File: config.mk
export PLATFORM = sky130hd
export DESIGN_NAME = vector_c_reduce_flat
export DESIGN_NICKNAME = d
export VERILOG_FILES = /design/src/rtl/vector_c_reduce_if.sv /design/src/rtl/vector_c_reduce.sv /design/src/flat_wrapper.sv
export SDC_FILE = /design/constraint.sdc
export NUM_CORES = 1
export LEC_CHECK = 0
export CAP_MARGIN = 15
export CORE_MARGIN = 2
export CORE_UTILIZATION = 51
export DETAILED_ROUTE_END_ITERATION = 8
export GPL_ROUTABILITY_DRIVEN = 0
export HOLD_SLACK_MARGIN = 0.12
export PLACE_DENSITY_LB_ADDON = 0.12
export SETUP_SLACK_MARGIN = 0.2
export SLEW_MARGIN = 20
export SYNTH_ARGS = -nofsm -noshare
export SYNTH_HDL_FRONTEND = slang
export SYNTH_SLANG_ARGS = --single-unit
File: constraint.sdc
create_clock -name clk -period 2.3 [get_ports clk]
set_input_delay 0.46 -clock clk [delete_from_list [all_inputs] [get_ports clk]]
set_output_delay 0.46 -clock clk [all_outputs]
set_load 0.1 [all_outputs]
File: src/rtl/vector_c_reduce_if.sv
`default_nettype none
// ============================================================================
// Module   : vector_c_reduce_if
// Brief    : Start/result handshake and shared read-port bus of the vector C
//            reduction block. Signal suffixes are from the reducer's viewpoint.
// Revision : 1.0 - initial release
// ============================================================================
interface vector_c_reduce_if #(
    parameter int ADDR_W = 10,
    parameter int DATA_W = 5,
    parameter int SUM_W  = 15
);
    logic              start_i;
    logic              grant_i;
    logic [DATA_W-1:0] mem_rdata_i;
    logic              mem_req_o;
    logic [ADDR_W-1:0] mem_addr_o;
    logic              busy_o;
    logic              done_o;
    logic [SUM_W-1:0]  sum_o;
    logic [DATA_W-1:0] max_val_o;
    logic [ADDR_W-1:0] max_addr_o;
    logic [ADDR_W:0]   carry_cnt_o;

    // Reducer side: masters the read port, reports results.
    modport master (
        input  start_i, grant_i, mem_rdata_i,
        output mem_req_o, mem_addr_o, busy_o, done_o,
               sum_o, max_val_o, max_addr_o, carry_cnt_o
    );

    // Requester / memory side.
    modport slave (
        output start_i, grant_i, mem_rdata_i,
        input  mem_req_o, mem_addr_o, busy_o, done_o,
               sum_o, max_val_o, max_addr_o, carry_cnt_o
    );
endinterface
`default_nettype wire

File: src/rtl/vector_c_reduce.sv
`default_nettype none
// ============================================================================
// Module   : vector_c_reduce
// Brief    : Scans every entry of vector C through an arbitrated read port and
//            reports sum, maximum (lowest address on ties) and carry count.
// Revision : 1.0 - initial release
// ============================================================================
module vector_c_reduce #(
    parameter int ADDR_W = 10,
    parameter int DEPTH  = 1024,
    parameter int DATA_W = 5,
    parameter int RD_LAT = 1,
    parameter int SUM_W  = 15
) (
    input wire              clk,
    input wire              rst,
    vector_c_reduce_if.master bus
);

    localparam int CNT_W = (RD_LAT > 1) ? $clog2(RD_LAT) : 1;
    localparam logic [ADDR_W-1:0] c_last_addr  = ADDR_W'(DEPTH - 1);
    localparam logic [CNT_W-1:0]  c_drain_last = CNT_W'(RD_LAT - 1);

    typedef enum logic [1:0] {
        S_IDLE  = 2'd0,
        S_ISSUE = 2'd1,
        S_DRAIN = 2'd2,
        S_DONE  = 2'd3
    } state_t;

    state_t            state_q;
    logic [ADDR_W-1:0] addr_q;
    logic              mem_req_q;
    logic              busy_q;
    logic              done_q;
    logic [CNT_W-1:0]  drain_q;

    // Return tracking: one valid bit and address tag per read in flight.
    logic [RD_LAT-1:0] vld_q;
    logic [ADDR_W-1:0] tag_q [RD_LAT];

    logic [SUM_W-1:0]  sum_q,       sum_d;
    logic [DATA_W-1:0] max_val_q,   max_val_d;
    logic [ADDR_W-1:0] max_addr_q,  max_addr_d;
    logic [ADDR_W:0]   carry_cnt_q, carry_cnt_d;

    // mem_req_q is only ever high in ISSUE, so this is "a read was accepted".
    wire w_issue   = mem_req_q & bus.grant_i;
    wire w_clear   = (state_q == S_IDLE) & bus.start_i;
    wire w_consume = vld_q[RD_LAT-1];
    wire [ADDR_W-1:0] w_cons_addr = tag_q[RD_LAT-1];

    // Scan sequencer with registered handshake outputs.
    always_ff @(posedge clk) begin
        if (rst) begin
            state_q   <= S_IDLE;
            addr_q    <= '0;
            mem_req_q <= 1'b0;
            busy_q    <= 1'b0;
            done_q    <= 1'b0;
            drain_q   <= '0;
        end else begin
            done_q <= 1'b0;
            case (state_q)
                S_IDLE: begin
                    if (bus.start_i) begin
                        state_q   <= S_ISSUE;
                        addr_q    <= '0;
                        mem_req_q <= 1'b1;
                        busy_q    <= 1'b1;
                    end
                end
                S_ISSUE: begin
                    if (bus.grant_i) begin
                        if (addr_q == c_last_addr) begin
                            // Address is held at the last entry: no wrap-around.
                            state_q   <= S_DRAIN;
                            mem_req_q <= 1'b0;
                            drain_q   <= '0;
                        end else begin
                            addr_q <= addr_q + ADDR_W'(1);
                        end
                    end
                end
                S_DRAIN: begin
                    if (drain_q == c_drain_last) begin
                        state_q <= S_DONE;
                        busy_q  <= 1'b0;
                        done_q  <= 1'b1;
                    end else begin
                        drain_q <= drain_q + CNT_W'(1);
                    end
                end
                S_DONE: begin
                    state_q <= S_IDLE;
                end
                default: begin
                    state_q <= S_IDLE;
                end
            endcase
        end
    end

    // Shift granted addresses along so each return knows where it came from.
    always_ff @(posedge clk) begin
        if (rst) begin
            vld_q <= '0;
            for (int k = 0; k < RD_LAT; k++) begin
                tag_q[k] <= '0;
            end
        end else begin
            for (int k = RD_LAT - 1; k > 0; k--) begin
                vld_q[k] <= vld_q[k-1];
                tag_q[k] <= tag_q[k-1];
            end
            vld_q[0] <= w_issue;
            tag_q[0] <= addr_q;
        end
    end

    // Next-state of the results: cleared on an accepted start, updated per return.
    always_comb begin
        sum_d       = sum_q;
        max_val_d   = max_val_q;
        max_addr_d  = max_addr_q;
        carry_cnt_d = carry_cnt_q;
        if (w_clear) begin
            sum_d       = '0;
            max_val_d   = '0;
            max_addr_d  = '0;
            carry_cnt_d = '0;
        end else if (w_consume) begin
            sum_d       = sum_q + SUM_W'(bus.mem_rdata_i);
            carry_cnt_d = carry_cnt_q + (ADDR_W + 1)'(bus.mem_rdata_i[DATA_W-1]);
            // Strictly greater, so an equal later value keeps the lower address.
            if (bus.mem_rdata_i > max_val_q) begin
                max_val_d  = bus.mem_rdata_i;
                max_addr_d = w_cons_addr;
            end
        end
    end

    // Result registers, held between scans.
    always_ff @(posedge clk) begin
        if (rst) begin
            sum_q       <= '0;
            max_val_q   <= '0;
            max_addr_q  <= '0;
            carry_cnt_q <= '0;
        end else begin
            sum_q       <= sum_d;
            max_val_q   <= max_val_d;
            max_addr_q  <= max_addr_d;
            carry_cnt_q <= carry_cnt_d;
        end
    end

    assign bus.mem_req_o   = mem_req_q;
    assign bus.mem_addr_o  = addr_q;
    assign bus.busy_o      = busy_q;
    assign bus.done_o      = done_q;
    assign bus.sum_o       = sum_q;
    assign bus.max_val_o   = max_val_q;
    assign bus.max_addr_o  = max_addr_q;
    assign bus.carry_cnt_o = carry_cnt_q;

endmodule
`default_nettype wire

File: src/flat_wrapper.sv
// flat-port wrapper written by rule: the top's interface ports become plain ports
module vector_c_reduce_flat 
#(
    parameter int ADDR_W = 10,
    parameter int DEPTH  = 1024,
    parameter int DATA_W = 5,
    parameter int RD_LAT = 1,
    parameter int SUM_W  = 15
)
  (clk, rst, bus_start_i, bus_grant_i, bus_mem_rdata_i, bus_mem_req_o, bus_mem_addr_o, bus_busy_o, bus_done_o, bus_sum_o, bus_max_val_o, bus_max_addr_o, bus_carry_cnt_o);
  vector_c_reduce_if #(.ADDR_W(ADDR_W), .DATA_W(DATA_W), .SUM_W(SUM_W)) bus_i ();
  input wire clk;
  input wire rst;
  input wire logic [$bits(bus_i.start_i)-1:0] bus_start_i;
  input wire logic [$bits(bus_i.grant_i)-1:0] bus_grant_i;
  input wire logic [$bits(bus_i.mem_rdata_i)-1:0] bus_mem_rdata_i;
  output wire logic [$bits(bus_i.mem_req_o)-1:0] bus_mem_req_o;
  output wire logic [$bits(bus_i.mem_addr_o)-1:0] bus_mem_addr_o;
  output wire logic [$bits(bus_i.busy_o)-1:0] bus_busy_o;
  output wire logic [$bits(bus_i.done_o)-1:0] bus_done_o;
  output wire logic [$bits(bus_i.sum_o)-1:0] bus_sum_o;
  output wire logic [$bits(bus_i.max_val_o)-1:0] bus_max_val_o;
  output wire logic [$bits(bus_i.max_addr_o)-1:0] bus_max_addr_o;
  output wire logic [$bits(bus_i.carry_cnt_o)-1:0] bus_carry_cnt_o;
  assign bus_i.start_i = bus_start_i;
  assign bus_i.grant_i = bus_grant_i;
  assign bus_i.mem_rdata_i = bus_mem_rdata_i;
  assign bus_mem_req_o = bus_i.mem_req_o;
  assign bus_mem_addr_o = bus_i.mem_addr_o;
  assign bus_busy_o = bus_i.busy_o;
  assign bus_done_o = bus_i.done_o;
  assign bus_sum_o = bus_i.sum_o;
  assign bus_max_val_o = bus_i.max_val_o;
  assign bus_max_addr_o = bus_i.max_addr_o;
  assign bus_carry_cnt_o = bus_i.carry_cnt_o;
  vector_c_reduce #(.ADDR_W(ADDR_W), .DEPTH(DEPTH), .DATA_W(DATA_W), .RD_LAT(RD_LAT), .SUM_W(SUM_W)) u_core (.clk(clk), .rst(rst), .bus(bus_i));
endmodule
# Word-level counts from Yosys, hierarchy flattened
# Memory sizes are Yosys's and may differ from the RTL's. A register that Yosys moved wholly into a read port is not among the register bits.
# Index checks and enable logic that the tools add are counted.
dict set report word_totals {
  register_bits 48
  mem_bits_rw 10
  inputBits 9
  out_inout_bits 54
  elab_cells 64
  memories 1
}
dict set report op_classes {
  add_sub_neg 4
  n_lt_le_gt_ge 1
  eq_ne 9
  mux 23
  bitwise 3
  reduce_logical 13
}
# memory words width read_ports rd_clocked_by_memory_dff wr line
set memory_table {}
lappend memory_table {u_core.tag_q 1 10 1 1 1 vector_c_reduce.sv:40} ;# logic [ADDR_W-1:0] tag_q [RD_LAT];
# cell count
set ops {}
lappend ops {{2-to-1 mux 10 bit} 4}
lappend ops {{one-hot mux 10 bit (2 select lines)} 1}
lappend ops {{adder 15 x 5 -> 15 bit} 1}
lappend ops {{AND reduction 4 bit} 3}
lappend ops {{adder 11 x 1 -> 11 bit} 1}
lappend ops {{adder 10 x 1 -> 10 bit (second input constant)} 1}
lappend ops {{equality test 10 bit (second input constant)} 1}
lappend ops {{2-to-1 mux 1 bit} 10}
lappend ops {{OR reduction 10 bit} 1}
lappend ops {{2-to-1 mux 2 bit} 4}
lappend ops {{!= test 2 bit (second input constant)} 4}
lappend ops {{one-hot mux 2 bit (4 select lines)} 1}
lappend ops {{one-hot mux 1 bit (2 select lines)} 3}
lappend ops {{AND reduction 3 bit} 2}
lappend ops {{nonzero test 2 bit} 3}
lappend ops {{greater-than comparator 5 bit} 1}
lappend ops {{equality test 2 bit (second input constant)} 2}
lappend ops {{OR reduction 2 bit} 2}
lappend ops {{bitwise AND 1 bit} 2}
lappend ops {{equality test 2 x 1 -> 1 bit (second input constant)} 1}
lappend ops {{logical NOT 2 bit} 1}
lappend ops {{!= test 2 x 1 -> 1 bit (second input constant)} 1}
lappend ops {{AND reduction 2 bit} 1}
lappend ops {{adder 1 bit (second input constant)} 1}
lappend ops {{NOT 1 bit} 1}

# Longest topological paths before layout
dict set report logic_depth {
  ltp_word 4
  mapped_depth 8
  depth_no_buf 6
}

# Worst setup path after synthesis
# No wires, ideal clock.
dict set report synth_path {
  path_type {register -> register}
  from {register u_core.max_val_q[4] (netlist: u_core.bus.max_val_o[4])}
  to {register u_core.max_val_q[0] (netlist: u_core.bus.max_val_o[0])}
  setup_ns 0.072
  arrival_ns 2.496
  required_ns 2.228
  setup_slack_ns -0.268
  path_stages_with_launch 8
  path_buffers 1
  path_cell_list {dfxtp_1 inv_1 ha_1 nand3_1 o21bai_1 a31oi_2 buf_2 mux2i_1}
}
dict set report synth_via {
  elab_chain_len 2
}
# item line
set synth_rtl {}
lappend synth_rtl {{start: declaration} vector_c_reduce.sv:43} ;# logic [DATA_W-1:0] max_val_q, max_val_d;
lappend synth_rtl {{start signal: assignment} vector_c_reduce.sv:152} ;# max_val_q <= max_val_d;
lappend synth_rtl {{greater-than comparator 5 bit} vector_c_reduce.sv:136} ;# if (bus.mem_rdata_i > max_val_q) begin
lappend synth_rtl {{AND reduction 2 bit (no source line)} n/a}
# No other way between the ends.
# A chain may end at the register's enable or synchronous reset.

# Final worst setup path
dict set report layout_path {
  from {input port bus_mem_rdata_i[2]}
  to {register u_core.max_addr_q[8] (netlist: u_core.bus.max_addr_o[8]), read port of u_core.tag_q}
}
dict set report layout_via {
  elab_chain_len 2
}
# item line
set layout_rtl {}
lappend layout_rtl {{start: declaration} flat_wrapper.sv:16} ;# input wire logic [$bits(bus_i.mem_rdata_i)-1:0] bus_mem_rdata_i;
lappend layout_rtl {{greater-than comparator 5 bit} vector_c_reduce.sv:136}
lappend layout_rtl {{AND reduction 2 bit (no source line)} n/a}
lappend layout_rtl {{end: declaration} vector_c_reduce.sv:44} ;# logic [ADDR_W-1:0] max_addr_q, max_addr_d;
# No other way between the ends.

==> qor.tcl <==
set qor(worst_clock_skew_ns) 0.00535
set qor(maximum_number_of_pins_on_one_net_before_global_route_repair) 22
set qor(port_buffers) 62
set qor(antenna_cells_inserted) 0
set qor(synth_fp_nets) 370
set qor(hold_buffers) 0
set qor(grt_setup_unrepaired) {true}
set qor(combPwrFrac_pct) 29.9
set qor(cts_max_path_buffers) 2
set qor(grt_remaining_overflow) 0
set qor(switching_share_pct) 36.1
set qor(cp_top_family) {buffers and inverters}
set qor(crit_arrival_ns) 2.29
set qor(row_count) 28
set qor(grt_total_usage_pct) 20.8
set qor(critical_path.slowest_cell) {sky130_fd_sc_hd__clkdlybuf4s50_1}
set qor(regToRegEndpoint) {u_core.bus.mem_addr_o[3]}
set qor(pwr_density_cell_mw_per_mm2) 734
set qor(top_area_cell_type_share_of_the_netlist_area_pct) 42.7
set qor(tritoncts.num_buffers) 9
set qor(synth_sequential_area_ratio_pct) 42.7
set qor(slew-limit-headroom_pct) 66.1
set qor(synthesis.area_per_instance_um2) 9.15
set qor(clock_tree_root_buffer_cell) {sky130_fd_sc_hd__clkbuf_8}
set qor(dp_hpwl_um) 4850
set qor(finalSetupViolCount) 0
set qor(vias) 2748
set qor(tritoncts) {built}
set qor(layout_min_cycle_time_ns) 2.01
set qor(slew_violations) 0
set qor(outcome) {complete, no violations}
set qor(post_route_cells_drive_above_1_share_pct) 29.7
set qor(fin_crit_sh_pct) 87.6
set qor(netlist-cell-type-count) 49
set qor(startpoint) {bus_mem_rdata_i[2]}
set qor(yosys_register_bits) 67
set qor(vdd.ir_drop.worst_mv) 0.760
set qor(critPathBufInv) 3
set qor(async_reset_ff_share_pct) 0
set qor(r2r_slack_ns) 0.29
set qor(grt_antenna_before_repair) 0
set qor(die-area_mm2) 0.00680
set qor(reg2regPathDepth) 6
set qor(num-nets-final) 456
set qor(number_of_global_route_vias_before_repair) 2452
set qor(setup.worst_path.end_class) {flop}
set qor(drt-vias-per-instance) 5.40
set qor(grt_first_pass_wirelength_um) 11000
set qor(syn-cell-area_mm2) 0.00314
set qor(drt_first_iter_violations) 99
set qor(r2r-start) {u_core.state_q[0]}
set qor(worst_setup_path_start_kind) {input port}
set qor(htree_levels) 3
set qor(fmaxAchievable_mhz) 496
set qor(report.final.hold_viol_count) 0
set qor(clock_sinks) 67
set qor(worst-path-stages) 8
set qor(clk_pin_slew_worst_paths_ns) 0.07
set qor(critPathRequiredTime_ns) 2.57
set qor(timing.critical_path.cells) {clkdlybuf4s50_1 -> buf_4 -> ha_1 -> nand3_1 -> o21bai_1 -> a31oi_2 -> clkbuf_16 -> mux2i_1}
set qor(dp_cells) 492
set qor(leakagePower_nw) 1.70
set qor(drt_drc_violations_left) 0
set qor(critical_path_class) {in -> reg}
set qor(stage_delay_of_the_slowest_cell_on_the_critical_path_ns) 0.45
set qor(routedWlPerCell_um) 13.2
set qor(holdCritPathClass) {reg -> reg}
set qor(post_cts_setup_repair_bufs) 0
set qor(timing.max_cap.violations) 0
set qor(yosys_warnings) 0
set qor(layoutNonFillerInstCount) 509
set qor(clock_latency_ns) 0.34
set qor(core_area_mm2) 0.00592
set qor(synth_area_leader_cell) {sky130_fd_sc_hd__dfxtp_1}
set qor(areaGrowthSynthToFinish_pct) 31.6
set qor(setup_crit_end) {u_core.bus.max_addr_o[8]}
set qor(firstDrtPassIters) 4
set qor(layout.core_utilization_pct) 69.7
set qor(worst_slew_pin_slew_ns) 0.507
set qor(cellInternalPower_mw) 1.94
set qor(net-switching-power_mw) 1.09
set qor(timing.critical_path.fanout_max) 7
set qor(synth.top_cells.by_area) {sky130_fd_sc_hd__dfxtp_1 (43%), sky130_fd_sc_hd__mux2i_1 (7.0%), sky130_fd_sc_hd__ha_1 (6.8%)}
set qor(top_level_ports) 63
set qor(wirelength_um) 6720
set qor(power.share.sequential_pct) 41.4
set qor(ys.flop_type) {sky130_fd_sc_hd__dfxtp_1}
set qor(dieWidth_um) 82.4
set qor(synth_enable_flop_cells) 0
set qor(synthCells) 343
set qor(initial_standard_cell_utilization_of_the_core_pct) 53.0
set qor(number_of_nets_with_antenna_violations_after_detailed_routing) 0
set qor(clockPowerShare_pct) 28.8
set qor(floorplan.die.height_um) 82.4
sequential cells by signal, indices dropped and copies added (netlist names):
name and count:
u_core.bus.sum_o 15, u_core.bus.carry_cnt_o 11, u_core.bus.max_addr_o 10, u_core.bus.mem_addr_o 10, u_core.tag_q 10, u_core.bus.max_val_o 5
u_core.state_q 2, u_core.bus.busy_o 1, u_core.bus.done_o 1, u_core.bus.mem_req_o 1, u_core.vld_q 1
per-stage QoR:
step	hold slack (ns)	setup slack (ns)	cell area, um2	power [mW]	TNS, ns
finish	0.442	0.286	4130	3.03	0
global route	0.463	0.182	4130	3.19	0
CTS	0.448	0.241	4080	3.04	0
detailed placement	0.439	-0.121	3900	2.16	-1.16
global placement	0.427	-0.0857	3900	2.15	-0.432
floorplan	0.424	0.204	3180	1.94	0
final cells by class:
class | instances | area, um2
fillers | 473 | 1790
multi-input cells | 249 | 1710
flip-flops and latches | 67 | 1380
repair buffers | 87 | 708
clock buffers | 10 | 138
well taps | 75 | 93.8
inverters | 15 | 56.3
clock inverters | 6 | 41.3
power groups by stage:
| stage | Combinational, mW | Sequential, mW | Clock [mW] |
|---|---|---|---|
| CTS | 0.890 | 1.25 | 0.902 |
| global route | 0.991 | 1.26 | 0.940 |
| detailed placement | 0.884 | 1.28 | 0 |
| floorplan | 0.446 | 1.49 | 0 |
| finish | 0.905 | 1.25 | 0.873 |
| global placement | 0.871 | 1.28 | 0 |
cells in the final DEF (no fill, tap or decap), types with 11 or more instances in the layout:
cell type / instances
sky130_fd_sc_hd__buf_4: 77
sky130_fd_sc_hd__nor2b_1: 13
sky130_fd_sc_hd__a21oi_1: 14
sky130_fd_sc_hd__mux2i_1: 21
sky130_fd_sc_hd__ha_1: 15
sky130_fd_sc_hd__inv_1: 15
sky130_fd_sc_hd__dfxtp_1: 44
sky130_fd_sc_hd__nor2_1: 21
sky130_fd_sc_hd__o21ai_0: 13
sky130_fd_sc_hd__nand3_1: 11
sky130_fd_sc_hd__dfxtp_2: 19
sky130_fd_sc_hd__nand2_1: 45
worst min path at each step:
stage | from | endpoint | depth (start not counted)
finish | u_core.tag_q[0][6] | u_core.bus.max_addr_o[6] | 2
global route | u_core.tag_q[0][2] | u_core.bus.max_addr_o[2] | 2
CTS | u_core.tag_q[0][5] | u_core.bus.max_addr_o[5] | 2
detailed placement | u_core.tag_q[0][1] | u_core.bus.max_addr_o[1] | 2
global placement | u_core.tag_q[0][8] | u_core.bus.max_addr_o[8] | 2
floorplan | u_core.tag_q[0][0] | u_core.bus.max_addr_o[0] | 2
cell families after synthesis:
family,count (synthesis),synth area share (%)
AOI/OAI and AO/OA,63,13.7
xor gates and xnor gates,12,3.35
adders and majority gates,18,7.42
buffers and inverters,27,3.51
DFF,67,42.7
muxes,22,7.02
and+or+nand+nor,134,22.3
routing by layer:
layer,vias up,track usage (%),share of wire [%]
met5,-,0,0
met4,0,9.17,1.6
met3,12,4.02,5.4
met2,69,34.9,47
met1,1262,25.8,46
li1,1405,-,-
worst min-delay path, cell delays in order (launching register included):
cell and delay (ns):
sky130_fd_sc_hd__dfxtp_1 0.30, sky130_fd_sc_hd__nand2_1 0.05, sky130_fd_sc_hd__mux2i_1 0.06
synth_stat cells, types with 8 or more instances:
cell type	count
sky130_fd_sc_hd__o31ai_1	9
sky130_fd_sc_hd__clkbuf_1	9
sky130_fd_sc_hd__o21ai_0	13
sky130_fd_sc_hd__nand3_1	11
sky130_fd_sc_hd__mux2i_1	22
sky130_fd_sc_hd__xor2_1	8
sky130_fd_sc_hd__nor2b_1	13
sky130_fd_sc_hd__ha_1	17
sky130_fd_sc_hd__nor2_1	21
sky130_fd_sc_hd__a21oi_1	15
sky130_fd_sc_hd__dfxtp_1	67
sky130_fd_sc_hd__inv_1	15
sky130_fd_sc_hd__nand2_1	45
timing repair:
item	in CTS	in global routing
gates resized for setup	0	6
endpoints found under the hold margin	0	0
setup endpoints to repair	0	20
Note: power is estimated with default switching activity, not from simulation.
